<file path="config.mk">
export PLATFORM = sky130hd
export DESIGN_NAME = fibonacci
export DESIGN_NICKNAME = d
export VERILOG_FILES = /design/src/rtl/fibonacci_pkg.sv /design/src/rtl/fibonacci_step.sv /design/src/rtl/fibonacci.sv
export SDC_FILE = /design/constraint.sdc
export NUM_CORES = 1
export LEC_CHECK = 0
export CAP_MARGIN = 20
export CELL_PAD_IN_SITES_DETAIL_PLACEMENT = 1
export CELL_PAD_IN_SITES_GLOBAL_PLACEMENT = 2
export CORE_MARGIN = 3
export CORE_UTILIZATION = 39
export CTS_BUF_LIST = sky130_fd_sc_hd__clkbuf_8
export CTS_CLUSTER_DIAMETER = 60
export DETAILED_ROUTE_END_ITERATION = 8
export GPL_TIMING_DRIVEN = 1
export PLACE_DENSITY_LB_ADDON = 0.1
export SKIP_CTS_REPAIR_TIMING = 1
export SYNTH_ARGS = -nofsm -noshare
export SYNTH_HDL_FRONTEND = slang
export SYNTH_SLANG_ARGS = --single-unit
</file>
<file path="constraint.sdc">
create_clock -name clk -period 3.2 [get_ports clk]
set_input_delay 0.64 -clock clk [delete_from_list [all_inputs] [get_ports clk]]
set_output_delay 0.64 -clock clk [all_outputs]
set_load 0.005 [all_outputs]
</file>
<file path="src/rtl/fibonacci_pkg.sv">
// Shared definitions for the Fibonacci pattern generator: default width, term type
// and constant functions giving the largest representable term and its index.
package fibonacci_pkg;

    localparam int DEFAULT_WIDTH = 12;

    typedef logic [DEFAULT_WIDTH-1:0] term_t;

    // Largest Fibonacci term that fits in 'width' bits.
    function automatic longint unsigned fib_max(input int width);
        longint unsigned lim;
        longint unsigned a;
        longint unsigned b;
        longint unsigned t;
        lim = (longint'(1) << width) - 1;
        a   = 0;
        b   = 1;
        for (int i = 0; i < 64; i++) begin
            if (b <= lim) begin
                t = a + b;
                a = b;
                b = t;
            end
        end
        return a;
    endfunction

    // Index of fib_max(width) in the sequence F0, F1, F2, ...
    function automatic int fib_max_index(input int width);
        longint unsigned lim;
        longint unsigned a;
        longint unsigned b;
        longint unsigned t;
        int idx;
        lim = (longint'(1) << width) - 1;
        a   = 0;
        b   = 1;
        idx = 0;
        for (int i = 0; i < 64; i++) begin
            if (b <= lim) begin
                t   = a + b;
                a   = b;
                b   = t;
                idx = idx + 1;
            end
        end
        return idx;
    endfunction

endpackage

</file>
<file path="src/rtl/fibonacci_step.sv">
// One Fibonacci step: WIDTH+1 bit sum of the current and next terms, with the
// carry-out exposed so the top can schedule a restart instead of truncating.
module fibonacci_step #(
    parameter int WIDTH = 12
) (
    input  logic [WIDTH-1:0] cur,
    input  logic [WIDTH-1:0] nxt,
    output logic [WIDTH-1:0] sum,
    output logic             carry
);

    logic [WIDTH:0] full;

    assign full  = {1'b0, cur} + {1'b0, nxt};
    assign sum   = full[WIDTH-1:0];
    assign carry = full[WIDTH];

endmodule

</file>
<file path="src/rtl/fibonacci.sv">
// Free-running Fibonacci generator, one term per clock, restarting at F0 after the
// largest term that fits. Define FIBONACCI_STATUS_EN to add the index/wrap outputs.
module fibonacci
    import fibonacci_pkg::*;
#(
    parameter int WIDTH = DEFAULT_WIDTH
) (
    input  logic             clk,
    input  logic             rst,
    output logic [WIDTH-1:0] out
`ifdef FIBONACCI_STATUS_EN
    ,
    output logic [5:0]       index,
    output logic             wrap
`endif
);

    logic [WIDTH-1:0] nxt_q;
    logic [WIDTH-1:0] sum;
    logic             carry;
    logic             wrap_pend_q;

    fibonacci_step #(.WIDTH(WIDTH)) u_step (
        .cur   (out),
        .nxt   (nxt_q),
        .sum   (sum),
        .carry (carry)
    );

    // A carry while loading F_max means the term after it cannot be held, so the
    // following edge restarts from F0/F1 instead of using the truncated nxt_q.
    always_ff @(posedge clk) begin
        if (rst) begin
            out         <= '0;
            nxt_q       <= WIDTH'(1);
            wrap_pend_q <= 1'b0;
        end else if (wrap_pend_q) begin
            out         <= '0;
            nxt_q       <= WIDTH'(1);
            wrap_pend_q <= 1'b0;
        end else begin
            out         <= nxt_q;
            nxt_q       <= sum;
            wrap_pend_q <= carry;
        end
    end

`ifdef FIBONACCI_STATUS_EN
    always_ff @(posedge clk) begin
        if (rst) begin
            index <= '0;
            wrap  <= 1'b0;
        end else begin
            index <= wrap_pend_q ? 6'd0 : index + 6'd1;
            wrap  <= wrap_pend_q;
        end
    end
`endif

endmodule

</file>
==> impl_metrics.tcl <==
set metrics [dict create \
    placed_cells 153 \
    dp_hpwl_mm 1.811 \
    grt_pass1_wl_mm 4.015 \
    grt_pass1_vias 873 \
    firstDrtPassIters 3 \
    pin_count 14 \
    finalHoldViolCount 0 \
    start_kind "flip-flop" \
    seqPwrFrac_pct 52.9 \
    min-delay-start "nxt_q[5]$_SDFF_PP0_" \
    fp-row-count 18 \
    io_buffers 13 \
    wl_per_cell_um 14.76 \
    path_max_fanout 3 \
    setup_viol 0 \
    max_slew_margin_pct 72.58 \
    worst_slew_pin_slew_ps 409.8 \
    diodes 0 \
    drtAntennaViolNets 0 \
    die_area_um2 3572 \
    fin_crit_sh_pct 65.83 \
    outcome "finished clean" \
    clk_pin_slew_ps 90 \
    cp-end-kind "flip-flop" \
    fin_cells 157 \
    tritoncts "done" \
    final_util_pct 51.29 \
    grt_max_degree 14 \
    clkPwrFrac_pct 27.3 \
    synth_area_um2 1127 \
    setup_ws_ps 1093 \
    reg2reg_slack_ps 1090 \
    start_util_pct 43.15 \
    critical_path_class "reg2reg" \
    power.total_mw 0.6829 \
    numCtsBuffers 3 \
    cts_num_sinks 25 \
    htreeDepth 1 \
    drive_gt1_share_pct 7.874 \
    place_ws_ps 1096 \
    nNetsFinal 143 \
    slowest_delay_ps 440 \
    area_delta_synth_final_pct 18.87 \
    min_path_type "reg2reg" \
    n_fill_cell 307 \
    comb_power_share_pct 19.9 \
    totalWireLength_mm 2.318 \
    crit_path_cell_trace "ha_1 > fa_1 > a211oi_2 > o21bai_1 > nor3b_2 > o21a_1 > o31a_1" \
    netSwitchingPower_mw 0.1868 \
    drv_slew 0 \
    dr.first_iter.drc_count 7 \
    max_clock_freq_ghz 0.4747 \
    swShare_pct 27.36 \
    cap_violations 0 \
    die_height_um 59.77 \
    powerDensity_nw_per_um2 509.6 \
    leakagePower_nw 0.6050 \
    synthCells 111 \
    ir_drop_mv 0.4177 \
    slowest_stage "fa_1" \
    ys_ff_latch 25 \
    period_minus_slack_ps 2107 \
    synth_cell_type_count 30 \
    grtUsageTotal_pct 15.31 \
    cts-root-buf "clkbuf_8" \
    vias_per_cell 5.185 \
    core_area_um2 2613 \
    synth_fp_nets 126 \
    reg2reg_from "out[0]$_SDFF_PP0_" \
    vias 814 \
    gr-total-overflow 0 \
    route.detailed.drc 0 \
    skew_ps 6.626 \
    cts_buffer_depth 2 \
    insertion_delay_ps 270 \
    chipWidth_um 59.77 \
    p_int_mw 0.4961 \
    rsz0062_at_grt "false" \
    synth_seq_area_share_pct 44.40 \
    yosysWarnings 0 \
    place_congestion 0.7145 \
    fin_tns_setup_ps 0 \
    crit_path_start "out[0]$_SDFF_PP0_" \
    crit_required_ps 3370 \
    arrival_ps 2280 \
    antenna_found_initial 0 \
    synth_area_per_cell_um2 10.16 \
]
final timing paths:
| check | to | depth (start not counted) |
|---|---|---|
| worst min register to register | out[5]$_SDFF_PP0_ | 1 |
| worst min-delay path | out[5]$_SDFF_PP0_ | 1 |
| worst max register to register | wrap_pend_q$_SDFF_PP0_ | 7 |
| worst max-delay path | wrap_pend_q$_SDFF_PP0_ | 7 |
layout by cell type, fill, tap and decap left out, types with 2 or more instances in the layout:
master	synthesis	final
a21oi_2	2	2
clkbuf_8	0	3
nand2_1	4	4
xor2_1	2	2
nor3_1	6	6
clkdlybuf4s50_1	0	13
and2_1	14	14
inv_1	2	3
a21o_1	4	4
a211oi_1	2	2
o21a_1	3	3
a21oi_1	4	4
dfxtp_1	25	25
xnor2_1	3	3
ha_1	12	12
or3_1	2	2
o21ai_0	2	2
nor2_1	9	9
kinds of logic (layout without fill, tap and decap cells):
family | count (synthesis) | after routing | share of synthesized area [%]
simple gates | 40 | 40 | 19.09
flops | 25 | 25 | 44.40
compound gates | 23 | 23 | 15.32
fa+ha+maj | 13 | 13 | 15.09
xor+xnor | 5 | 5 | 3.885
mux | 1 | 1 | 0.8879
buf+inv | 4 | 20 | 1.332
synth_stat cells (all sizes together):
cell / number / share of area (%)
o21a: 3 / 2.0
a211oi: 3 / 2.4
or2: 1 / 0.56
o31a: 1 / 0.78
fa: 1 / 1.8
o21ai: 3 / 1.3
clkbuf: 2 / 0.67
o21bai: 1 / 0.67
ha: 12 / 13
xor2: 2 / 1.6
or3: 2 / 1.1
and3: 1 / 0.56
inv: 2 / 0.67
and2: 14 / 7.8
mux2i: 1 / 0.89
nand2: 4 / 1.3
nor2: 9 / 3.0
a221oi: 2 / 2.1
a21o: 4 / 2.7
nand4: 1 / 0.56
dfxtp: 25 / 44
a21oi: 6 / 3.3
nor3: 6 / 2.7
xnor2: 3 / 2.3
nor3b: 1 / 1.1
nand3: 1 / 0.44
final cells by class:
type	count	area, um2	share of cell area, %
clock buffers	3	41.29	3.081
clock inverters	1	3.754	0.2801
inverters	2	7.507	0.5602
multi-input cells	82	611.8	45.66
flip-flops and latches	25	500.5	37.35
well taps	30	37.54	2.801
repair buffers	14	137.6	10.27
registers in the layout, summed over array words and instances, names as in the netlist:
name         cells
nxt_q           12
out             12
wrap_pend_q      1
through the flow:
stage / cell area [um2] / hold WS [ps]
finish: 1340 / 467.9
global route: 1340 / 495.4
CTS: 1340 / 470.9
detailed placement: 1295 / 450.8
global placement: 1295 / 438.6
floorplan: 1127 / 434.0
power groups by stage:
| stage | clock [mW] | sequential [mW] | combinational, mW |
|---|---|---|---|
| finish | 0.186 | 0.361 | 0.136 |
| global route | 0.212 | 0.365 | 0.154 |
| CTS | 0.195 | 0.361 | 0.138 |
| detailed placement | 0 | 0.369 | 0.136 |
| global placement | 0 | 0.367 | 0.130 |
| floorplan | 0 | 0.364 | 0.0908 |
metal layers:
metal  global-route usage [%]  up-vias  share of wire, %
li1                         -      421                 -
met1                    19.40      382                49
met2                    25.31        9                47
met3                    3.888        2               2.5
met4                    4.747        0               1.3
met5                        0        -                 0
critical path: cells and delay by family (launching register included):
family	cells	cell delay (ps)
AOI/OAI and AO/OA	4	840
adders and majority gates	2	660
DFF	1	320
and+or+nand+nor	1	180
(Power assumes the default switching activity.)
